### src/rtl/ikaopll_bus_write_sequencer.sv
// ---------------------------------------------------------------------------
// ikaopll_bus_write_sequencer
//
// Purpose: queues (A0, data) register writes from a host / VGM front end and
// replays them onto the IKAOPLL CPU bus with phiM-aligned setup, strobe and
// hold timing. After each write it holds the bus idle for a minimum recovery
// gap that depends on the write type (address vs data).
//
// Optional feature: define IKAOPLL_WRSEQ_STATS_EN to build the saturating
// write / stall statistics counters. Without it the stat ports read 0.
//
// Ports:
//   i_EMUCLK        system clock (IKAOPLL emulation clock)
//   i_RST           synchronous reset, active-high
//   i_PHIM_PCEN     one-cycle phiM enable pulse; every FSM step gates on it
//   i_WR_VALID      write request valid
//   o_WR_READY      queue can accept (not full)
//   i_WR_A0         0 = address write, 1 = data write
//   i_WR_DATA[7:0]  write byte
//   i_FLUSH         drop all queued entries (in-flight write completes)
//   o_CS_n, o_WR_n  bus strobes to IKAOPLL
//   o_A0, o_D[7:0]  bus address select / data to IKAOPLL
//   o_BUSY          FSM not idle or queue non-empty
//   o_LEVEL         queue occupancy
//   o_STAT_WRITES   completed-write count (saturating)
//   o_STAT_STALL    phiM cycles spent in recovery with work queued (saturating)
// ---------------------------------------------------------------------------
module ikaopll_bus_write_sequencer #(
  parameter int FIFO_DEPTH    = 16,
  parameter int STROBE_CYC    = 1,
  parameter int MIN_WAIT_ADDR = 12,
  parameter int MIN_WAIT_DATA = 84
) (
  input  logic                              i_EMUCLK,
  input  logic                              i_RST,
  input  logic                              i_PHIM_PCEN,
  input  logic                              i_WR_VALID,
  output logic                              o_WR_READY,
  input  logic                              i_WR_A0,
  input  logic [7:0]                        i_WR_DATA,
  input  logic                              i_FLUSH,
  output logic                              o_CS_n,
  output logic                              o_WR_n,
  output logic                              o_A0,
  output logic [7:0]                        o_D,
  output logic                              o_BUSY,
  output logic [$clog2(FIFO_DEPTH+1)-1:0]   o_LEVEL,
  output logic [15:0]                       o_STAT_WRITES,
  output logic [15:0]                       o_STAT_STALL
);

  localparam int LVL_W    = $clog2(FIFO_DEPTH + 1);
  localparam int PTR_W    = $clog2(FIFO_DEPTH);
  localparam int WAIT_MAX = (MIN_WAIT_ADDR > MIN_WAIT_DATA) ? MIN_WAIT_ADDR : MIN_WAIT_DATA;
  localparam int WAIT_W   = $clog2(WAIT_MAX + 1);
  localparam int STB_W    = $clog2(STROBE_CYC + 1);

  localparam logic [2:0] ST_IDLE   = 3'd0;
  localparam logic [2:0] ST_SETUP  = 3'd1;
  localparam logic [2:0] ST_STROBE = 3'd2;
  localparam logic [2:0] ST_HOLD   = 3'd3;
  localparam logic [2:0] ST_WAIT   = 3'd4;

  // -------------------------------------------------------------------------
  // Write queue: 9-bit entries {A0, data}
  // -------------------------------------------------------------------------
  logic [8:0]       r_mem [FIFO_DEPTH];
  logic [PTR_W-1:0] r_wr_ptr;
  logic [PTR_W-1:0] r_rd_ptr;
  logic [LVL_W-1:0] r_count;

  logic             w_full;
  logic             w_empty;
  logic             w_push;
  logic             w_pop;
  logic [8:0]       w_head;

  logic [2:0]       r_state;
  logic             r_cs_n;
  logic             r_wr_n;
  logic             r_a0;
  logic [7:0]       r_d;
  logic [STB_W-1:0] r_stb_cnt;
  logic [WAIT_W-1:0] r_wait_cnt;

  assign w_full  = (r_count == LVL_W'(FIFO_DEPTH));
  assign w_empty = (r_count == '0);
  assign w_head  = r_mem[r_rd_ptr];

  // A flush discards a same-cycle push and also suppresses a same-cycle pop,
  // so nothing queued at the moment of the flush can still reach the bus.
  // Readiness is judged on the registered count only: a pop in the same cycle
  // does not open a slot for a push into a full queue.
  assign w_push = i_WR_VALID && !w_full && !i_FLUSH;
  assign w_pop  = i_PHIM_PCEN && (r_state == ST_IDLE) && !w_empty && !i_FLUSH;

  // Storage has no reset so it can map onto distributed RAM.
  always_ff @(posedge i_EMUCLK) begin
    if (w_push) begin
      r_mem[r_wr_ptr] <= {i_WR_A0, i_WR_DATA};
    end
  end

  always_ff @(posedge i_EMUCLK) begin
    if (i_RST) begin
      r_wr_ptr <= '0;
      r_rd_ptr <= '0;
      r_count  <= '0;
    end else if (i_FLUSH) begin
      r_rd_ptr <= r_wr_ptr;
      r_count  <= '0;
    end else begin
      if (w_push) r_wr_ptr <= r_wr_ptr + PTR_W'(1);
      if (w_pop)  r_rd_ptr <= r_rd_ptr + PTR_W'(1);
      case ({w_push, w_pop})
        2'b10:   r_count <= r_count + LVL_W'(1);
        2'b01:   r_count <= r_count - LVL_W'(1);
        default: r_count <= r_count;
      endcase
    end
  end

  // -------------------------------------------------------------------------
  // Bus FSM: IDLE -> SETUP -> STROBE -> HOLD -> WAIT -> IDLE
  // The wait counter is loaded at the STROBE->HOLD step and counts down once
  // per phiM, so the FSM re-enters IDLE MIN_WAIT phiM after WR_n rises; the
  // IDLE pop and SETUP step then add two more phiM before the next strobe.
  // -------------------------------------------------------------------------
  always_ff @(posedge i_EMUCLK) begin
    if (i_RST) begin
      r_state    <= ST_IDLE;
      r_cs_n     <= 1'b1;
      r_wr_n     <= 1'b1;
      r_a0       <= 1'b0;
      r_d        <= 8'h00;
      r_stb_cnt  <= '0;
      r_wait_cnt <= '0;
    end else if (i_PHIM_PCEN) begin
      case (r_state)
        ST_IDLE: begin
          if (w_pop) begin
            r_a0    <= w_head[8];
            r_d     <= w_head[7:0];
            r_state <= ST_SETUP;
          end
        end
        ST_SETUP: begin
          r_cs_n    <= 1'b0;
          r_wr_n    <= 1'b0;
          r_stb_cnt <= STB_W'(STROBE_CYC);
          r_state   <= ST_STROBE;
        end
        ST_STROBE: begin
          if (r_stb_cnt <= STB_W'(1)) begin
            r_stb_cnt  <= '0;
            r_cs_n     <= 1'b1;
            r_wr_n     <= 1'b1;
            r_wait_cnt <= r_a0 ? WAIT_W'(MIN_WAIT_DATA) : WAIT_W'(MIN_WAIT_ADDR);
            r_state    <= ST_HOLD;
          end else begin
            r_stb_cnt <= r_stb_cnt - STB_W'(1);
          end
        end
        ST_HOLD, ST_WAIT: begin
          if (r_wait_cnt <= WAIT_W'(1)) begin
            r_wait_cnt <= '0;
            r_d        <= 8'h00;
            r_state    <= ST_IDLE;
          end else begin
            r_wait_cnt <= r_wait_cnt - WAIT_W'(1);
            r_state    <= ST_WAIT;
          end
        end
        default: begin
          r_state <= ST_IDLE;
        end
      endcase
    end
  end

  assign o_CS_n     = r_cs_n;
  assign o_WR_n     = r_wr_n;
  assign o_A0       = r_a0;
  assign o_D        = r_d;
  assign o_WR_READY = !w_full;
  assign o_BUSY     = (r_state != ST_IDLE) || !w_empty;
  assign o_LEVEL    = r_count;

  // -------------------------------------------------------------------------
  // Statistics
  // -------------------------------------------------------------------------
`ifdef IKAOPLL_WRSEQ_STATS_EN
  logic [15:0] r_stat_writes;
  logic [15:0] r_stat_stall;
  logic        w_write_done;
  logic        w_stall;

  assign w_write_done = i_PHIM_PCEN && (r_state == ST_STROBE) && (r_stb_cnt <= STB_W'(1));
  assign w_stall      = i_PHIM_PCEN && ((r_state == ST_HOLD) || (r_state == ST_WAIT)) && !w_empty;

  always_ff @(posedge i_EMUCLK) begin
    if (i_RST) begin
      r_stat_writes <= 16'h0000;
      r_stat_stall  <= 16'h0000;
    end else begin
      if (w_write_done && (r_stat_writes != 16'hFFFF)) r_stat_writes <= r_stat_writes + 16'd1;
      if (w_stall && (r_stat_stall != 16'hFFFF))       r_stat_stall  <= r_stat_stall + 16'd1;
    end
  end

  assign o_STAT_WRITES = r_stat_writes;
  assign o_STAT_STALL  = r_stat_stall;
`else
  assign o_STAT_WRITES = 16'h0000;
  assign o_STAT_STALL  = 16'h0000;
`endif

endmodule

### config.mk
export PLATFORM = sky130hd
export DESIGN_NAME = ikaopll_bus_write_sequencer
export DESIGN_NICKNAME = d
export VERILOG_FILES = /design/src/rtl/ikaopll_bus_write_sequencer.sv
export SDC_FILE = /design/constraint.sdc
export NUM_CORES = 1
export LEC_CHECK = 0
export BUFFER_PORTS_ARGS = -buffer_cell sky130_fd_sc_hd__buf_2
export CAP_MARGIN = 20
export CORE_UTILIZATION = 25
export CTS_BUF_LIST = sky130_fd_sc_hd__clkbuf_4
export CTS_CLUSTER_SIZE = 8
export DETAILED_ROUTE_END_ITERATION = 6
export PLACE_DENSITY_LB_ADDON = 0.15
export SYNTH_ARGS = -nofsm -noshare
export SYNTH_HDL_FRONTEND = slang
export SYNTH_SLANG_ARGS = --single-unit
### constraint.sdc
create_clock -name i_EMUCLK -period 3.6 [get_ports i_EMUCLK]
set_input_delay 0.36 -clock i_EMUCLK [delete_from_list [all_inputs] [get_ports i_EMUCLK]]
set_output_delay 0.36 -clock i_EMUCLK [all_outputs]
set_load 0.02 [all_outputs]
; ---- Word-level counts from Yosys, hierarchy flattened
; Memory sizes are Yosys's and may differ from the RTL's. A register that Yosys moved wholly into a read port is not among the register bits.
; Index checks and enable logic that the tools add are counted.
[totals]
regBits = 34
ram_bits = 144
inputBits = 14
out_inout_bits = 50
elab_cells = 77
n_memories = 1
[memory_table]
columns = memory, depth, width, read_ports, rd_ports_with_merged_regs, write_ports, line
row1 = r_mem, 16, 9, 1, 1, 1, 67  ; logic [8:0] r_mem [FIFO_DEPTH];
[classes]
add_sub_neg = 6
order_cmp = 2
eq_ne = 10
muxes = 22
bitwise_logic = 1
n_reduce_logical = 26
[ops]
columns = operator, count
row1 = 7-bit 2-to-1 mux, 3
row2 = 4-bit 2-to-1 mux, 4
row3 = 8-bit 2-to-1 mux, 2
row4 = 8-bit case mux with 2 select lines, 1
row5 = 7-bit case mux with 2 select lines, 1
row6 = 3-bit case mux with 4 select lines, 1
row7 = 3-bit AND reduction, 4
row8 = 5-bit case mux with 2 select lines, 1
row9 = 2-bit nonzero test, 5
row10 = 3-bit 2-to-1 mux, 3
row11 = "4-bit by 1-bit adder with 4-bit output, second input constant", 2
row12 = "7-bit by 1-bit <= comparator with 1-bit output, second input constant", 1
row13 = "7-bit by 1-bit subtractor with 7-bit output, second input constant", 1
row14 = "3-bit by 2-bit equality test with 1-bit output, second input constant", 2
row15 = "2-bit inequality test, second input constant", 3
row16 = "5-bit by 1-bit adder with 5-bit output, second input constant", 1
row17 = "5-bit equality test, second input constant", 1
row18 = 1-bit logical AND, 5
row19 = 5-bit logical NOT, 1
row20 = "5-bit by 1-bit subtractor with 5-bit output, second input constant", 1
row21 = 1-bit 2-to-1 mux, 4
row22 = 1-bit case mux with 2 select lines, 2
row23 = 2-bit AND reduction, 2
row24 = 4-bit AND reduction, 1
row25 = 12 further kinds, 15

; ---- Depth between registers and ports, before layout
; Gate-level depths: netlist of the first run.
[depth]
ltp_word = 8
mapped_depth = 13
depth_no_buf = 11

; ---- Worst setup path before layout of the first run
; Ideal clock, no wire load.
[synth_timing]
path_type = register to register
from = register r_count[1], in the netlist o_LEVEL[1]
to = register r_count[2], in the netlist o_LEVEL[2]
setup_ns = 0.070
arrival_time_ns = 2.798
required_ns = 3.530
setup_slack_ns = 0.732
stages_incl_launch_ff = 13
period_less_slack_ns = 2.868
path_cell_list = dfxtp_1 > clkbuf_1 > nor4_4 > a21oi_1 > inv_1 > ha_1 > clkbuf_1 > xor2_1 > ha_1 > a21oi_1 > xor2_1 > or3_1 > a21oi_1
[synth_between]
elab_chain_cells = 6
word_cells_on_any_way = 14
cone_classes = add/sub (2) / eq/ne (3) / mux (1) / reduce/logical (8)
[synth_rtl]
columns = item, line
row1 = start: declaration, 70  ; logic [LVL_W-1:0] r_count;
row2 = start signal: assignment, 116  ; 2'b10: r_count <= r_count + LVL_W'(1);
row3 = start signal: assignment, 117  ; 2'b01: r_count <= r_count - LVL_W'(1);
row4 = start signal: assignment, 118  ; default: r_count <= r_count;
row5 = 5-bit equality test / 5-bit logical NOT (equally long branches), "86, 87"
row6 = "1-bit logical NOT, on equally long branches", "94, 95"
row7 = "1-bit logical AND, on equally long branches (2 in a row)", "94, 95"
row8 = 2-bit by 1-bit equality test with 1-bit output / 2-bit equality test (equally long branches), 115  ; case ({w_push, w_pop})
row9 = 5-bit case mux with 2 select lines / 2-bit nonzero test (equally long branches), n/a
; Several ways; a longest one is shown, not always the timed one.
; A chain may end at the register's enable or synchronous reset.

; ---- Final worst setup path of the first run
[layout_timing]
from = register r_state[2]
to = register r_count[2], in the netlist o_LEVEL[2]
[layout_between]
elab_chain_cells = 6
word_cells_on_any_way = 8
cone_classes = eq/ne (2) / mux (1) / reduce/logical (5)
[layout_rtl]
columns = item, line
row1 = start: declaration, 78  ; logic [2:0] r_state;
row2 = start signal: assignment, 131  ; r_state <= ST_IDLE;
row3 = start signal: assignment, 144  ; r_state <= ST_SETUP;
row4 = start signal: assignment, 151  ; r_state <= ST_STROBE;
row5 = 3-bit logical NOT (*), 95  ; assign w_pop = i_PHIM_PCEN && (r_state == ST_IDLE) && !w_empty && !i_FLUSH;
row6 = 1-bit logical AND (*) (3 in a row), 95
row7 = 2-bit by 1-bit equality test with 1-bit output / 2-bit equality test (equally long branches), 115
row8 = 5-bit case mux with 2 select lines / 2-bit nonzero test (equally long branches), n/a
; Mark *: on every way between the ends. The rest lies on a longest branch, timed or not.

==> results of run 1 <==
registers in the layout, indices dropped and copies added, names as in the netlist, named ones only:
register	cells
r_mem	144
r_wait_cnt	7
r_state	3
o_D	8
r_rd_ptr	4
o_WR_n	1
o_A0	1
r_wr_ptr	4
o_LEVEL	5
synthesized netlist by cell type (8+ instances only):
master and n:
sky130_fd_sc_hd__o21ai_0 9, sky130_fd_sc_hd__mux2i_1 69, sky130_fd_sc_hd__nor3_1 15, sky130_fd_sc_hd__clkbuf_1 14
sky130_fd_sc_hd__a221oi_2 8, sky130_fd_sc_hd__dfxtp_1 37, sky130_fd_sc_hd__nor2b_1 9, sky130_fd_sc_hd__nand3_1 8
sky130_fd_sc_hd__buf_4 33, sky130_fd_sc_hd__inv_1 18, sky130_fd_sc_hd__nor2_1 37, sky130_fd_sc_hd__edfxtp_1 144
sky130_fd_sc_hd__nand2_1 11, sky130_fd_sc_hd__a21oi_1 18, sky130_fd_sc_hd__a22oi_1 32, sky130_fd_sc_hd__ha_1 10
sky130_fd_sc_hd__buf_2 9, sky130_fd_sc_hd__a31oi_1 9
worst min path at each step:
stage                       startpoint           end  slack (ps)
after floorplan           i_WR_DATA[0]   r_mem[0][0]         460
after global placement          o_D[3]        o_D[3]         460
after detailed placement        o_D[1]        o_D[1]         460
after CTS                      i_WR_A0   r_mem[6][8]         110
after global routing           i_WR_A0   r_mem[6][8]          90
final                     i_WR_DATA[7]  r_mem[10][7]         150
cells by family after synthesis:
group	Yosys count	share of synthesized area [%]
flip-flops	181	64.6
AND/OR/NAND/NOR	104	7.07
AO/OA/AOI/OAI	102	10.1
buffers and inverters	80	5.65
multiplexers	73	9.95
adder cells (fa/ha/maj)	10	1.60
XOR/XNOR	9	1.00
other	1	0.0478
area by class of cell:
cell class | count | area, µm² | area share [%]
Clock inverter | 14 | 160 | 1.84
Antenna cell | 2 | 5.00 | 0.0575
Clock buffer | 18 | 135 | 1.55
Tap cell | 396 | 495 | 5.69
Sequential cell | 181 | 5070 | 58.2
Multi-Input combinational cell | 330 | 2460 | 28.3
Timing Repair Buffer | 52 | 313 | 3.59
Inverter | 18 | 67.6 | 0.776
critical path, stage by stage (launching register included):
cell	delay (ps)
sky130_fd_sc_hd__dfxtp_1	410
sky130_fd_sc_hd__or4b_4	580
sky130_fd_sc_hd__a211oi_4	400
sky130_fd_sc_hd__ha_1	410
sky130_fd_sc_hd__xor2_1	190
sky130_fd_sc_hd__ha_1	200
sky130_fd_sc_hd__a21oi_1	70
sky130_fd_sc_hd__xor2_1	180
sky130_fd_sc_hd__or3_1	320
sky130_fd_sc_hd__a21oi_1	140
power groups by stage:
stage / clock [mW] / sequential (mW) / combinational (mW)
3_5_place_dp: 0 / 2.34 / 0.269
4_1_cts: 1.22 / 2.29 / 0.270
3_3_place_gp: 0 / 2.34 / 0.266
2_1_floorplan: 0 / 2.33 / 0.204
5_1_grt: 1.29 / 2.29 / 0.291
6_report: 1.17 / 2.29 / 0.264
layer usage:
metal	share of wire (%)	GRT usage, %	vias up
li1	-	-	2135
met1	45	15.0	2274
met2	49	20.6	128
met3	4.9	2.86	14
met4	1.5	3.40	0
met5	0	0	-
==> metrics list, run 1 <==
- OpenSTA, run right after detailed placement, puts the worst setup slack at 617 ps.
* Final-report max-slew violation count: 0
- From synthesis to final layout, the design area changed by 11.0%.
* Maximum number of buffers from clock root to sink: 2
- Global routing used 12.0% of the available tracks.
- Cell Count Post-Placement: 975
* Total Nets Final: 624
- Detailed routing inserted a total of 4,551 vias.
- Hold path cells: 1
- Worst-case hold slack: 152 ps
* Post-synth ARST share: 0%
- Final setup slack of the worst path: 655 ps
- Pwr Density: 428 nW/µm²
- First-pass GRT wire length: 27,300 µm
* Required arrival time at the worst endpoint: 4100 ps
* Clock tree from TritonCTS: yes
* Switching portion of total power: 26.5%
- After legalization and detailed placement, the total HPWL measured 12,200 µm.
* Chip Width: 179 µm
* Final setup violation count: 0
- Placeable Area: 30,700 µm²
- In this run the number of H-tree levels came out at 4.
- Standard-cell rows: 64
* Post-synthesis cell type with the largest combined area: sky130_fd_sc_hd__edfxtp_1
- For this block, the initial DRC count from the detailed router was 326.
- Wires add up to 18,500 µm.
- Highest-count cells in the layout ignoring fill and taps: 144 x sky130_fd_sc_hd__edfxtp_1, 69 x sky130_fd_sc_hd__mux2i_1, 37 x sky130_fd_sc_hd__nor2_1
- TritonCTS created 17 clock buffers.
- The synthesized design contains 144 enable-type register cells.
* Clock sinks: 181
- Along the worst path, the maximum fanout reaches 9.
- Of the cells placed in the final design, the portion with a size suffix greater than 1 is 18.3%.
- The internal power of the cells totals 2.74 mW.
- Synthesized area per cell: 14.0 µm²
* Total global routing overflow: 0
* Cell area after layout: 8710 µm²
- The synthesized design contains 181 register bits.
* Destination of the critical timing path: o_LEVEL[2]
- Run status: finished with violations
* Final Power: 3.73 mW
* Worst R2R Setup Slack: 650 ps
- Die span in y: 179 µm
* Sort of element at the start of the critical path: flop
- STA classifies the critical path endpoint as a flop.
- Sequential cells account for 61.4% of the total power.
- P_sw: 0.987 mW
* # Post-CTS Setup Buffers: 0
- The number of antenna violations at the first check in global routing was 1.
- Detailed-route vias per instance: 4.50
- In this run the cell area measured after placement is 8390 µm².
- 64 I/O pins were placed.
* Clock latency on the worst-skew pair: 580 ps
- Setup repair after global routing missed its margin: false
* Clock transition at the register clock pins on the worst setup and hold paths after CTS: 180 ps
- Worst VDD drop: 240 µV
* Via count of the first global-routing pass: 4,521
- Most frequently used flop master after synthesis: sky130_fd_sc_hd__edfxtp_1
- In this run the biggest area consumer among cell types represents 55.1% of the synthesized area.
* Drc violations: 19
- The number of gates resized after CTS was 0.
- For this run, the number of Yosys warnings is 0.
- Pin count of the biggest net entering global routing: 31
- Across the routed clock network, the largest skew measured is 29.4 ps.
- The worst setup path is of the flop to flop kind.
- Clk Tree Root Cell: sky130_fd_sc_hd__clkbuf_4
- Average detailed-routed wire length per instance: 18.3 µm
- Number of hold violations in the final report: 0
- Data on the critical path arrives at its endpoint at 3450 ps.
* Worst setup path start: r_state[2]
- Classification of the worst-slack hold path: primary input to flop
* Post-route setup TNS: 0 ps
- 1st-pass router iterations: 7
* Synth Instances: 560
- Post-layout util: 28.3%
- The detail route stage leaves a number of antenna-violating nets equal to 0.
* Reported leakage power: 2.84 nW
- Number of maximum-capacitance violations: 0
- Part of the power in the clock network: 31.5%
- Counting cells, the worst reg-to-reg path comes to 9.
- Combinational cells account for 7.1% of the total power.
- Measured against its own limit, the worst slew margin works out to 25.8%.
- Effective utilization at floorplan: 25.5%
- The congestion estimate from routability-driven global placement came to 0.792.
- Synthesis instantiated 54 different standard cells from the library.
- The checks that failed: DRC.
* Sequential share of the synthesized area: 64.6%
* Buffers on Ports: 31
- The endpoint identified for the worst register-to-register timing path is o_LEVEL[2].
- The synthesized netlist occupies a cell area of 7840 µm².
- Worst slew pin tran: 1110 ps
* Peak Freq: 340 MHz
* Final Non-Filler Cells: 1,011
- The worst register-to-register path begins at r_state[2].
* CTS Hold Buffers Added: 0
- Area of the die: 32,100 µm²
* Top area cells in the synthesized netlist: sky130_fd_sc_hd__edfxtp_1 55%, sky130_fd_sc_hd__dfxtp_1 9.4%, sky130_fd_sc_hd__mux2i_1 8.8%, sky130_fd_sc_hd__buf_4 3.2%, sky130_fd_sc_hd__a22oi_1 3.1%
- The worst path in the final design needs a cycle of 2950 ps, including I/O delays and setup.
- Fill cell total of the finished layout: 3,135
- Final worst-path cycle share: 81.8%
- Most common cell after layout, fill and taps aside: sky130_fd_sc_hd__edfxtp_1
No activity file was read; power rests on OpenSTA's default activity.
==> run 2: changes to the inputs <==
- ABC_AREA: not set -> 1
- clock period: 3.6 -> 3 ns (I/O delays scaled with it)
==> run 2 against run 1 <==
The flow now finishes without violations. Sequential power is 21% higher. Combinational power is 78% higher. First-iteration DRC count is 5.5% higher. Synthesized area is 5.7% higher. Cell count is 37% higher. Die area is 5.7% higher. Critical path depth is 7 higher. Via count is 23% higher. Hold slack worse by 68 ps. Largest cell class unchanged.
==> metrics list, run 2 <==
- The top-level port count came to 64 (unchanged).
- The required time of the critical path was 3500 ps (-600 ps).
- The share of the synthesized area in the top cell type came to 52.1% (-3.0 points).
- Area fraction in and, or, nand and nor cells after synthesis: 21.3% (+14 points)
- The global placer's final weighted congestion came to 0.803 (+1.3%).
* Fraction of synthesized area in multiplexers: 0% (-10 points)
- Post-synthesis cell type with the largest combined area: sky130_fd_sc_hd__edfxtp_1
- Maximum number of buffers from clock root to sink: 2 (unchanged)
- Clock skew: 34.4 ps (+5.02 ps)
- Synth Instances: 888 (+59%)
- Buffers on Ports: 31 (unchanged)
- Worst slew margin relative to its limit: 47.2% (+21 points)
- The layout cell share with drive strength beyond 1 is 10.6% (-7.7 points).
- First-pass GRT wire length: 32,900 µm (+20%)
- Final Non-Filler Cells: 1,387 (+37%)
* Sort of element at the start of the critical path: flop
* Largest driver fanout on the critical path: 5 (-4)
* Highest-count cells in the layout ignoring fill and taps: 233 x sky130_fd_sc_hd__nand2_1, 144 x sky130_fd_sc_hd__edfxtp_1, 133 x sky130_fd_sc_hd__inv_1
* Number of enable flip-flop cells after synthesis: 144 (unchanged)
* Clock tree from TritonCTS: yes
- The leakage power figure came to 3.90 nW (+37%).
- In the post-synthesis netlist, the cell with the most instances is sky130_fd_sc_hd__nand2_1.
- Synthesized-area fraction occupied by adder cells: 1.51% (-0.086 points)
- Placed wire-length estimate after detailed placement: 13,400 µm (+9.7%)
- Cell Count Post-Placement: 1,354 (+39%)
* Max reg flops: 144 (unchanged)
- Post-Synthesis Cell Area: 8290 µm² (+5.7%)
* Drc violations: 0 (-19)
- Classification of the worst-slack hold path: primary input to flop
* Post-layout util: 28.4% (+0.12 points)
- Worst VDD drop: 283 µV (+18%)
- Arrival time reported for the critical path endpoint: 3010 ps (-440 ps)
* Clock transition at the register clock pins on the worst setup and hold paths after CTS: 150 ps (-30 ps)
- Final-report max-slew violation count: 0 (unchanged)
- The via count of the first global-routing pass came to 5,428 (+20%).
- Fill cell total of the finished layout: 3,498 (+12%)
- Average detailed-routed wire length per instance: 15.3 µm (-16%)
* Chip Width: 184 µm (+2.8%)
* Clock latency on the worst-skew pair: 570 ps (about the same)
- The total routing usage reported by global routing was 13.1% (+1.1 points).
* Worst-case hold slack: 84.1 ps (-67.8 ps)
* Most flop-heavy register: r_mem
* Setup repair after global routing missed its margin: false
- The via-per-instance ratio is 4.04 (-10%).
- The pin count of the biggest net entering global routing was 73 (+140%).
- Initial antenna violation count: 1 (unchanged)
- The post-route fraction of the period consumed by the critical path came to 83.4% (+1.6 points).
* CTS Hold Buffers Added: 0 (unchanged)
* Area of the die: 33,900 µm² (+5.7%)
* Most common cell after layout, fill and taps aside: sky130_fd_sc_hd__nand2_1
- The initial cell density of the core is 25.4% (-0.085 points).
- The total CTS buffers came to 17 (unchanged).
- Pwr Density: 515 nW/µm² (+20%)
- The async set-or-reset flop fraction in the synthesized netlist is 0% (unchanged).
- Final setup violation count: 0 (unchanged)
* Die span in y: 184 µm (+2.8%)
* Number of maximum-capacitance violations: 0 (unchanged)
- The transition time at the pin with the least slew margin is 790 ps (-319 ps).
- CTS H-Tree Depth: 4 (unchanged)
- Layout-stage area growth over the synthesis result: 11.8%
- The run finished with clean final reports.
* Distinct cell type count of the synthesized netlist: 31 (-43%)
- Count of routing violations after the opening detailed-route iteration: 344 (+5.5%)
* Number of vias after detailed routing: 5,607 (+23%)
* Peak Freq: 400 MHz (+18%)
- The synthesis-stage register bit count came to 181 (unchanged).
- Sequential share of the synthesized area: 61.1% (-3.5 points)
- Element type at the critical path end: flop
- Number of hold violations in the final report: 0 (unchanged)
- By area, the combinational part of the netlist is dominated by simple AND/OR/NAND/NOR gates.
- The total number of yosys warnings is 0 (unchanged).
- The wire length reported by the detailed router is 21,200 µm (+15%).
* Final period demand of the worst path: 2500 ps (-442 ps)
- Clk Tree Root Cell: sky130_fd_sc_hd__clkbuf_4
- 1st-pass router iterations: 4 (-3)
- Total Nets Final: 955 (+53%)
- The number of placement rows came to 66 (+3.1%).
- XOR/XNOR Fraction of Synth Area: 1.16% (+0.16 points)
- The core area is 32,600 µm² (+6.1%).
- The total negative setup slack came to 0 ps (unchanged).
- Critical path type: flop to flop
* Most used standard cells in the synthesized netlist: 233 x sky130_fd_sc_hd__nand2_1, 144 x sky130_fd_sc_hd__edfxtp_1, 133 x sky130_fd_sc_hd__inv_1, 116 x sky130_fd_sc_hd__nand3_1, 61 x sky130_fd_sc_hd__nor2_1
- Clock sinks: 181 (unchanged)
- Post-route antenna net violation count: 0 (unchanged)
- The average size of a mapped cell was 9.34 µm² (-33%).
- In the synthesized netlist the dominant register cell turns out to be sky130_fd_sc_hd__edfxtp_1.
- Compound-Gate Fraction of Synth Area: 4.19% (-5.9 points)
- Post-cts gate resize count: 0 (unchanged)
* # Post-CTS Setup Buffers: 0 (unchanged)
- Total global routing overflow: 0 (unchanged)
- Top area cells in the synthesized netlist: sky130_fd_sc_hd__edfxtp_1 52%, sky130_fd_sc_hd__nand2_1 11%, sky130_fd_sc_hd__dfxtp_1 8.9%, sky130_fd_sc_hd__nand3_1 7.0%, sky130_fd_sc_hd__inv_1 6.0%
## run 2: cell types whose count changed in the layout (fill, tap and decap cells not counted), moves of 8 or more
cell,delta
sky130_fd_sc_hd__inv_1,+115
sky130_fd_sc_hd__nor3_1,-11
sky130_fd_sc_hd__nand2_1,+222
sky130_fd_sc_hd__a22oi_1,-32
sky130_fd_sc_hd__nand3_1,+108
sky130_fd_sc_hd__o21bai_1,+8
sky130_fd_sc_hd__nor2b_1,-9
sky130_fd_sc_hd__nor2_1,+24
sky130_fd_sc_hd__a221oi_2,-8
sky130_fd_sc_hd__o21ai_0,+12
sky130_fd_sc_hd__mux2i_1,-69
## run 2: cell type report
cell class | count | area, µm² | share of cell area [%]
diodes | 1 | 2.50 | 0.0270
clock buffers | 18 | 135 | 1.46
clock inverters | 14 | 191 | 2.06
inverters | 139 | 522 | 5.63
multi-input cells | 537 | 2460 | 26.5
flip-flops and latches | 181 | 5070 | 54.6
well taps | 442 | 553 | 5.96
repair buffers | 55 | 348 | 3.75
## run 2: worst paths after layout
kind	cells after the start	slack, ps	from	end
worst max-delay path	16	500	r_state[2]	o_LEVEL[4]
worst min-delay path	3	80	i_FLUSH	flop
worst max register to register	16	500	r_state[2]	o_LEVEL[4]
worst min register to register	2	480	r_wait_cnt[1]	r_wait_cnt[1]
## run 2: through the flow
stage	setup slack, ps	cell area, µm²	total power, mW
after global routing	159	9280	5.00
final	497	9280	4.78
after global placement	585	8950	3.31
after floorplan	682	8410	3.16
after CTS	527	9270	4.86
after detailed placement	568	8950	3.30
## run 2: kinds of logic after synthesis
logic type               after synthesis
flip-flops                           181
AND/OR/NAND/NOR                      422
buffers and inverters                201
adder cells (fa/ha/maj)               10
AO/OA/AOI/OAI                         62
XOR/XNOR                              11
other                                  1
## run 2: where the power goes
part	switching, mW	internal, mW
clock	0.930	0.615
sequential	0.0230	2.74
combinational	0.343	0.128
## run 2: metal layers
metal	up-vias	track usage (%)	share of wire, %	wire length [µm]
met5	-	0	0	0
met4	0	3.13	1.1	227
met3	13	2.15	2.4	504
met2	82	21.9	48	10200
met1	2626	17.7	48	10300
li1	2886	-	-	-
## run 2: critical path, cell delays in order (launching register included)
cell	delay, ps
sky130_fd_sc_hd__dfxtp_1	370
sky130_fd_sc_hd__nor2_1	150
sky130_fd_sc_hd__nand2_1	120
sky130_fd_sc_hd__nor2_2	190
sky130_fd_sc_hd__nand3_2	130
sky130_fd_sc_hd__inv_1	160
sky130_fd_sc_hd__ha_1	300
sky130_fd_sc_hd__xor2_1	230
sky130_fd_sc_hd__ha_1	170
sky130_fd_sc_hd__inv_1	40
sky130_fd_sc_hd__nand2_1	100
sky130_fd_sc_hd__nand2_1	60
sky130_fd_sc_hd__o21ai_0	160
sky130_fd_sc_hd__nand2_1	70
sky130_fd_sc_hd__nand2_1	60
sky130_fd_sc_hd__nand2_1	50
sky130_fd_sc_hd__a21oi_1	120
